<file path="src/rtl/byte_input_arbiter_if.sv">
// Handshake and byte bus shared by two requesters and the byte_input_arbiter.
// The arbiter sits on the slave modport; the producers and their environment sit on the master modport.
interface byte_input_arbiter_if;
  logic       req0;
  logic       req1;
  logic [7:0] in0;
  logic [7:0] in1;
  logic       gnt0;
  logic       gnt1;
  logic [7:0] out;
  logic       out_valid;
  logic       out_src;

  modport master (
    output req0, req1, in0, in1,
    input  gnt0, gnt1, out, out_valid, out_src
  );

  modport slave (
    input  req0, req1, in0, in1,
    output gnt0, gnt1, out, out_valid, out_src
  );
endinterface

</file>
<file path="src/rtl/byte_input_arbiter.sv">
// Two-requester byte arbiter: grants one producer at a time and registers its byte onto a shared bus.
// Optional feature macro BYTE_ARB_ROUND_ROBIN_EN: round-robin ties plus MAX_HOLD preemption; otherwise fixed priority to requester 0.
module byte_input_arbiter #(
  parameter int unsigned MAX_HOLD = 4
) (
  input logic                 clk,
  input logic                 rst_n,
  byte_input_arbiter_if.slave bus
);

  if (MAX_HOLD < 1 || MAX_HOLD > 255) begin : g_bad_max_hold
    $error("byte_input_arbiter: MAX_HOLD must be within 1..255");
  end

  typedef enum logic [1:0] {
    IDLE = 2'd0,
    OWN0 = 2'd1,
    OWN1 = 2'd2
  } state_t;

  state_t     state;
  state_t     state_nxt;
  logic       tie_to_one;
  logic       preempt;
  logic       owner_nxt;
  logic [7:0] byte_nxt;

  logic [7:0] byte_p0;
  logic       vld_p0;
  logic       src_p0;

`ifdef BYTE_ARB_ROUND_ROBIN_EN
  localparam logic [7:0] HOLD_MAX = 8'(MAX_HOLD);

  logic [7:0] hold_cnt;
  logic [7:0] hold_cnt_nxt;
  logic       last;
  logic       last_nxt;

  // Tie goes to whoever did not win most recently; last resets to 1 so requester 0 wins first.
  assign tie_to_one = ~last;
  assign preempt    = (hold_cnt == HOLD_MAX);
`else
  assign tie_to_one = 1'b0;
  assign preempt    = 1'b0;
`endif

  always_ff @(posedge clk or negedge rst_n) begin
    if (!rst_n) begin
      state <= IDLE;
    end else begin
      state <= state_nxt;
    end
  end

  always_comb begin
    state_nxt = state;
    case (state)
      IDLE: begin
        if (bus.req0 && bus.req1) begin
          state_nxt = tie_to_one ? OWN1 : OWN0;
        end else if (bus.req0) begin
          state_nxt = OWN0;
        end else if (bus.req1) begin
          state_nxt = OWN1;
        end else begin
          state_nxt = IDLE;
        end
      end
      OWN0: begin
        if (bus.req0) begin
          state_nxt = (bus.req1 && preempt) ? OWN1 : OWN0;
        end else if (bus.req1) begin
          state_nxt = OWN1;
        end else begin
          state_nxt = IDLE;
        end
      end
      OWN1: begin
        if (bus.req1) begin
          state_nxt = (bus.req0 && preempt) ? OWN0 : OWN1;
        end else if (bus.req0) begin
          state_nxt = OWN0;
        end else begin
          state_nxt = IDLE;
        end
      end
      default: state_nxt = IDLE;
    endcase
  end

`ifdef BYTE_ARB_ROUND_ROBIN_EN
  always_comb begin
    hold_cnt_nxt = hold_cnt;
    last_nxt     = last;
    if (state_nxt == IDLE) begin
      hold_cnt_nxt = 8'd0;
    end else if (state_nxt != state) begin
      hold_cnt_nxt = 8'd0;
      last_nxt     = (state_nxt == OWN1);
    end else if (hold_cnt < HOLD_MAX) begin
      hold_cnt_nxt = hold_cnt + 8'd1;
    end
  end

  always_ff @(posedge clk or negedge rst_n) begin
    if (!rst_n) begin
      hold_cnt <= 8'd0;
      last     <= 1'b1;
    end else begin
      hold_cnt <= hold_cnt_nxt;
      last     <= last_nxt;
    end
  end
`endif

  assign owner_nxt = (state_nxt == OWN1);
  assign byte_nxt  = owner_nxt ? bus.in1 : bus.in0;

  // Stage p0: byte of the next owner is registered on the same edge that grants it.
  always_ff @(posedge clk or negedge rst_n) begin
    if (!rst_n) begin
      byte_p0 <= 8'h00;
      vld_p0  <= 1'b0;
      src_p0  <= 1'b0;
    end else begin
      vld_p0 <= (state_nxt != IDLE);
      if (state_nxt != IDLE) begin
        byte_p0 <= byte_nxt;
        src_p0  <= owner_nxt;
      end
    end
  end

  assign bus.gnt0      = (state == OWN0);
  assign bus.gnt1      = (state == OWN1);
  assign bus.out       = byte_p0;
  assign bus.out_valid = vld_p0;
  assign bus.out_src   = src_p0;

endmodule
</file>
<file path="src/flat_wrapper.sv">
// flat-port wrapper written by rule: the top's interface ports become plain ports
module byte_input_arbiter_flat 
#(
  parameter int unsigned MAX_HOLD = 4
)
  (clk, rst_n, bus_req0, bus_req1, bus_in0, bus_in1, bus_gnt0, bus_gnt1, bus_out, bus_out_valid, bus_out_src);
  byte_input_arbiter_if bus_i ();
  input logic clk;
  input logic rst_n;
  input wire logic [$bits(bus_i.req0)-1:0] bus_req0;
  input wire logic [$bits(bus_i.req1)-1:0] bus_req1;
  input wire logic [$bits(bus_i.in0)-1:0] bus_in0;
  input wire logic [$bits(bus_i.in1)-1:0] bus_in1;
  output wire logic [$bits(bus_i.gnt0)-1:0] bus_gnt0;
  output wire logic [$bits(bus_i.gnt1)-1:0] bus_gnt1;
  output wire logic [$bits(bus_i.out)-1:0] bus_out;
  output wire logic [$bits(bus_i.out_valid)-1:0] bus_out_valid;
  output wire logic [$bits(bus_i.out_src)-1:0] bus_out_src;
  assign bus_i.req0 = bus_req0;
  assign bus_i.req1 = bus_req1;
  assign bus_i.in0 = bus_in0;
  assign bus_i.in1 = bus_in1;
  assign bus_gnt0 = bus_i.gnt0;
  assign bus_gnt1 = bus_i.gnt1;
  assign bus_out = bus_i.out;
  assign bus_out_valid = bus_i.out_valid;
  assign bus_out_src = bus_i.out_src;
  byte_input_arbiter #(.MAX_HOLD(MAX_HOLD)) u_core (.clk(clk), .rst_n(rst_n), .bus(bus_i));
endmodule
</file>
<file path="config.mk">
export PLATFORM = sky130hd
export DESIGN_NAME = byte_input_arbiter_flat
export DESIGN_NICKNAME = d
export VERILOG_FILES = /design/src/rtl/byte_input_arbiter_if.sv /design/src/rtl/byte_input_arbiter.sv /design/src/flat_wrapper.sv
export SDC_FILE = /design/constraint.sdc
export NUM_CORES = 1
export LEC_CHECK = 0
export CORE_MARGIN = 2
export CORE_UTILIZATION = 30
export CTS_CLUSTER_SIZE = 16
export DETAILED_ROUTE_END_ITERATION = 7
export GPL_TIMING_DRIVEN = 0
export PLACE_DENSITY = 0.72
export SLEW_MARGIN = 30
export SYNTH_ARGS = -nofsm -noshare
export SYNTH_HDL_FRONTEND = slang
export SYNTH_SLANG_ARGS = --single-unit
</file>
<file path="constraint.sdc">
create_clock -name clk -period 2.1 [get_ports clk]
set_input_delay 0.42 -clock clk [delete_from_list [all_inputs] [get_ports clk]]
set_output_delay 0.42 -clock clk [all_outputs]
set_load 0.02 [all_outputs]
</file>
# Yosys cells after proc, flatten, opt, wreduce, memory -nomap -nowiden
# Cells that the tools add are included.
# word_totals
regBits	12
in_bits	20
# classes
n_eq_ne	3
muxes	7
reduce_logical	3
# ops
cell	count
two-way mux 2 bit	4
two-way mux 8 bit	1
case mux 2 bit (3 select lines)	1
equality test 2 bit (second input constant)	2
equality test 2 x 1 -> 1 bit (second input constant)	1
zero test 2 bit	1
nonzero test 2 bit	1
logical AND 1 bit	1
two-way mux 1 bit	1

# Longest topological paths before layout
# Gate-level depths: netlist of the first run.
# depth
depth_word	6
depth_mapped	4

# Worst setup path before layout of the first run
# No wires, ideal clock.
# synth_path
path_type	flip-flop to flip-flop
start	reg u_core.state[1]
end	reg u_core.byte_p0[0], in the netlist u_core.bus.out[0]
t_arrival_ps	1192
required_ps	1973
path_slack_ps	781
path_stages_with_launch	5
cell_sequence	dfrtp_1 mux2i_2 and2_1 buf_6 o211ai_2
# synth_between
elab_chain_len	4
# synth_lines
element	line_no	source
from (decl)	byte_input_arbiter.sv:21	state_t state;
from (signal assigned)	byte_input_arbiter.sv:52	state <= state_nxt;
equality test 2 bit, or another cell as far along	byte_input_arbiter.sv:58	case (state)
case mux 2 bit (3 select lines) (*)	byte_input_arbiter.sv:58	
named net u_core.state_nxt[1]	byte_input_arbiter.sv:22	state_t state_nxt;
equality test 2 bit	byte_input_arbiter.sv:117	assign owner_nxt = (state_nxt == OWN1);
two-way mux 8 bit	byte_input_arbiter.sv:118	assign byte_nxt = owner_nxt ? bus.in1 : bus.in0;
to (signal assigned)	byte_input_arbiter.sv:129	byte_p0 <= byte_nxt;
to (decl)	byte_input_arbiter.sv:28	logic [7:0] byte_p0;
# The timed path passes the listed nets; every way through them passes the cells marked *.
# A chain may end at the register's enable or synchronous reset.

# Worst setup path after layout of the first run
# layout_path
start	reg u_core.state[1]
end	out bus_gnt0
# layout_between
elab_chain_len	1
# layout_lines
element	line_no	source
equality test 2 x 1 -> 1 bit	byte_input_arbiter.sv:135	assign bus.gnt0 = (state == OWN0);
to (decl)	flat_wrapper.sv:14	output wire logic [$bits(bus_i.gnt0)-1:0] bus_gnt0;
# Every way passes these cells.

==> results of run 1 <==
==> power by group <==
group / switching, mW / internal [mW]
clock: 0.0696 / 0.0662
combinational: 0.104 / 0.115
sequential: 0.0179 / 0.261
==> placed cells by master (no fill, tap or decap), types with 3 or more instances in the layout <==
master,instances
clkdlybuf4s50_1,31
nand2_1,17
dfrtp_1,12
nand3_1,8
o211ai_2,8
clkbuf_4,3
==> final timing paths <==
check | from | to | slack (ps) | cells after the start
max | u_core.state[1] | bus_gnt0 | 180 | 2
min | u_core.bus.out_src | u_core.bus.out_src | 480 | 1
max reg2reg | u_core.state[1] | u_core.bus.out[1] | 560 | 4
min reg2reg | u_core.bus.out_src | u_core.bus.out_src | 480 | 1
max in group asynchronous | rst_n | u_core.bus.out[3] | 1220 | 1
min in group asynchronous | rst_n | u_core.bus.out_src | 520 | 1
==> kinds of logic after synthesis <==
kind of cell | synth area share
buffers and inverters | 0.0383
AND/OR/NAND/NOR | 0.211
multiplexers | 0.0234
AO/OA/AOI/OAI | 0.217
flip-flops | 0.511
==> layout make-up <==
| cell class | count | area, um2 | share of cell area |
|---|---|---|---|
| repair buffers | 31 | 310 | 0.325 |
| inverters | 2 | 7.51 | 0.00786 |
| plain buffers | 2 | 15.0 | 0.0157 |
| multi-input cells | 40 | 265 | 0.278 |
| flip-flops and latches | 12 | 300 | 0.315 |
| well taps | 27 | 33.8 | 0.0354 |
| clock buffers | 3 | 22.5 | 0.0236 |
==> state kept, by name, indices dropped and copies added, names as in the netlist <==
name,flops
u_core.bus.out_src,1
u_core.bus.out,8
u_core.bus.out_valid,1
u_core.state,2
==> per-stage QoR <==
stage	setup slack (ps)	std cells	cell area (um2)	hold slack (ps)	power (mW)
global placement	50.1	114	932	461	0.501
detailed placement	24.1	114	932	465	0.505
CTS	166	117	955	482	0.644
global route	111	117	955	510	0.666
finish	179	117	955	478	0.633
floorplan	781	56	588	124	0.388
==> routing by layer <==
metal | global-route usage | vias to the layer above | part of all wire
met3 | 0.0296 | 0 | 0.097
met5 | 0 | - | 0
met1 | 0.171 | 259 | 0.41
met4 | 0.0811 | 0 | 0
li1 | - | 267 | -
met2 | 0.234 | 25 | 0.50
==> worst register-to-register path, stage by stage (launching register included) <==
cell and delay [ps]:
dfrtp_1 430, mux2i_2 510, and2_1 220, buf_6 160, o211ai_2 100
==> impl_metrics.csv, run 1 <==
group,metric,value,unit
run_status,status,"finished, final reports clean",
timing,tns,0,ps
global_route,overflow,0,
route,viasPerCell,4.71,
clocking,clkTransAtPathRegs,70,ps
critical_path,cp_num_buf_inv,1,
critical_path,critPathLaunchType,"flop",
critical_path,path_class,"flop to output port",
route,finalWirelength,1470,um
clocking,postCtsResizedCells,0,
floorplanning,initial_utilization,0.309,
critical_path,critical_path.slowest_cell,"clkdlybuf4s50_1",
clocking,ctsHoldBuffers,0,
route,wl_per_cell,12.5,um
power,power.density,663,nW/um2
floorplanning,io_pins,32,
critical_path,worstPathCellList,"and2b_1 -> clkdlybuf4s50_1",
timing,grt_setup_unrepaired,"false",
place,dp_hpwl,1080,um
global_route,grt_pass1_wl,2220,um
global_route,grt_use_total,0.142,
floorplanning,core.rowCount,16,
clocking,cts_root_buf,"clkbuf_4",
floorplanning,die_area,2330,um2
place,port_buffers,31,
logic_synthesis,synth_nets,76,
critical_path,crit_required,1680,ps
finish,fill_cells,166,
clocking,clock-sinks,12,
critical_path,end_kind,"output port",
logic_synthesis,ys_seq_elements,12,
logic_synthesis,syn_area,588,um2
timing,fmax,521,MHz
floorplanning,core_area,1900,um2
logic_synthesis,synth_top_cell_area_share,0.511,
timing,fin_crit,1920,ps
logic_synthesis,synth.most_common_cell,"nand2_1",
finish,fin_util,0.502,
floorplanning,die_w,48.3,um
power,p_leak,0.410,nW
global_route,grt_pass1_vias,534,
finish,area_delta_synth_final,62.3,%
clocking,cts-buffers-inserted,3,
finish,fin_nets,112,
timing,setup_viol,0,
logic_synthesis,syn_avg_cell_area,10.5,um2
clocking,cts_tree,"yes",
logic_synthesis,synth_common_cells,"17 x nand2_1, 12 x dfrtp_1, 8 x nand3_1, 8 x o211ai_2",
critical_path,cp_top_family,"buffers and inverters",
global_route,grt_max_degree,13,
logic_synthesis,synth.distinct_cells,15,
finish,antenna_cells,0,
critical_path,slowest_delay,590,ps
route,drc,0,
timing,skew,1.18,ps
logic_synthesis,synth_area_leader_cell,"dfrtp_1",
clocking,htree_levels,1,
global_route,antenna_found_initial,0,
logic_synthesis,synth_edf_count,0,
timing,period_share,0.915,
logic_synthesis,synth.yosys.seq_area_share,0.511,
logic_synthesis,netlist_instances,56,
route,vias,551,
timing,slew_violations,0,
clocking,clockBufferDepth,2,
route,first_pass_iters,4,
clocking,post_cts_buffers,0,
finish,drive_above_1_share,0.156,
logic_synthesis,ys_warn_count,0,
logic_synthesis,synthFlopType,"dfrtp_1",
run,cap_violations,0,
power,ir_drop,0.234,mV
place,routabilityCongestion,0.699,
timing,worst_pin_slew,561,ps
floorplanning,die_h,48.3,um
critical_path,cp.arrival,1500,ps
clocking,clk_latency,260,ps
logic_synthesis,synth-async-reset-ratio,1.00,
timing,slew_headroom,0.625,
logic_synthesis,synth.area.top_cells,"dfrtp_1 51%, o211ai_2 17%, nand2_1 11%",
critical_path,cp_max_fo,5,
route,final_antenna_net_count,0,
timing,hold_viol,0,
worst_hold_path,hold_class,"flop to flop",
route,drt_iter0_markers,2,
Note: power is estimated with default switching activity, not from simulation.
==> run 2, diff against run 1 <==
Settings changed: PLACE_DENSITY 0.72 to unset, PLACE_DENSITY_LB_ADDON set to 0.2.
Clock period 2.1 ns to 2.2 ns, I/O delays scaled along.
==> impl_metrics.csv, run 2 (same netlist as run 1, synthesis figures left out) <==
group,metric,value,unit
clocking,clock-sinks,12,
clocking,clockBufferDepth,2,
finish,layout_common_cells,"31 x clkdlybuf4s50_1, 17 x nand2_1, 12 x dfrtp_1",
timing,period_share,0.885,
power,pwr-share-comb,0.342,
timing,slew_violations,0,
route,viasPerCell,4.62,
place,placed_area,932,um2
finish,largest_reg_flops,8,
place,port_buffers,31,
finish,seqCellArea,300,um2
timing,skew,2.33,ps
route,wl_per_cell,12.1,um
critical_path,end_kind,"output port",
clocking,post_cts_buffers,0,
timing,slew_headroom,0.632,
power,switching_power,0.187,mW
finish,area_delta_synth_final,62.3,%
timing,hold_viol,0,
critical_path,path_class,"flop to output port",
route,vias,541,
route,finalWirelength,1410,um
finish,final_cells,117,
power,ir_drop,0.345,mV
route,drc,0,
route,final_antenna_net_count,0,
critical_path,cp.arrival,1510,ps
run_status,status,"finished, final reports clean",
timing,fmax,514,MHz
run,cap_violations,0,
finish,fin_nets,112,
timing,final.setup.worst_slack,254,ps
place,dp.cells,114,
finish,final_cell_area,955,um2
clocking,cts-buffers-inserted,3,
clocking,clkTransAtPathRegs,70,ps
route,first_pass_iters,2,
timing,worst_pin_slew,550,ps
finish,antenna_cells,0,
finish,multi_input_area,265,um2
floorplanning,die_w,48.3,um
timing,fin_crit,1950,ps
place,post-place-ws,106,ps
finish,drive_above_1_share,0.156,
timing,grt_setup_unrepaired,"false",
power,clkPwrFrac,0.221,
floorplanning,die_area,2330,um2
clocking,postCtsResizedCells,0,
route,drt_iter0_markers,5,
global_route,overflow,0,
clocking,clk_latency,270,ps
place,dp_hpwl,1050,um
global_route,grt_max_degree,13,
place,routabilityCongestion,0.681,
floorplanning,core.rowCount,16,
floorplanning,io_pins,32,
clocking,cts_root_buf,"clkbuf_4",
critical_path,crit_required,1760,ps
worst_hold_path,hold_class,"flop to flop",
power,internal-power,0.422,mW
finish,mostFrequentLayoutCell,"clkdlybuf4s50_1",
timing,setup_viol,0,
power,p_leak,0.410,nW
critical_path,critPathLaunchType,"flop",
finish,fill_cells,191,
clocking,htree_levels,1,
power,swShare,0.307,
clocking,ctsHoldBuffers,0,
power,power.density,638,nW/um2
critical_path,r2r_slack,660,ps
power,seq_power_share,0.437,
finish,fin_util,0.502,
floorplanning,initial_utilization,0.309,
floorplanning,die_h,48.3,um
global_route,antenna_found_initial,0,
global_route,grt_pass1_vias,474,
floorplanning,core_area,1900,um2
clocking,cts_tree,"yes",
timing,tns,0,ps
critical_path,cp_max_fo,5,
global_route,grt_use_total,0.143,
global_route,grt_pass1_wl,2150,um
==> run 2: cell counts in the layout (fill, tap and decap cells not counted) <==
Identical to the previous run, type by type.
==> run 2: area by class of cell <==
cell class	count	area share
Timing Repair Buffer	31	0.325
Multi-Input combinational cell	40	0.278
Buffer	2	0.0157
Tap cell	27	0.0354
Inverter	2	0.00786
Clock buffer	3	0.0236
Sequential cell	12	0.315
==> run 2: power groups by stage <==
stage               Clock, mW  Sequential [mW]  Combinational, mW
floorplan                   0            0.301             0.0684
global placement            0            0.270              0.210
detailed placement          0            0.271              0.211
CTS                     0.138            0.266              0.212
global route            0.146            0.270              0.226
finish                  0.135            0.266              0.208
==> run 2: worst paths after layout <==
check / end / from / depth (start not counted)
worst max-delay path: bus_gnt0 / u_core.state[1] / 2
worst min-delay path: u_core.bus.out_src / u_core.bus.out_src / 1
worst max register to register: u_core.bus.out[6] / u_core.state[1] / 4
worst min register to register: u_core.bus.out_src / u_core.bus.out_src / 1
max in group asynchronous: u_core.bus.out[6] / rst_n / 1
min in group asynchronous: u_core.bus.out[5] / rst_n / 1
==> run 2: per-stage QoR <==
stage / hold slack (ps) / power, mW
CTS: 486 / 0.616
floorplan: 144 / 0.370
global route: 495 / 0.641
detailed placement: 470 / 0.482
global placement: 463 / 0.479
finish: 483 / 0.609
==> run 2: critical path: stages, from the launching register on <==
cell and delay (ps):
dfrtp_1 430, and2b_1 210, clkdlybuf4s50_1 590
==> run 2: metal layers <==
metal,up-vias,wire (um),GRT usage
met5,-,0,0
met4,0,29,0.0811
met3,4,96,0.0556
met2,17,681,0.216
met1,254,606,0.172
li1,266,-,-
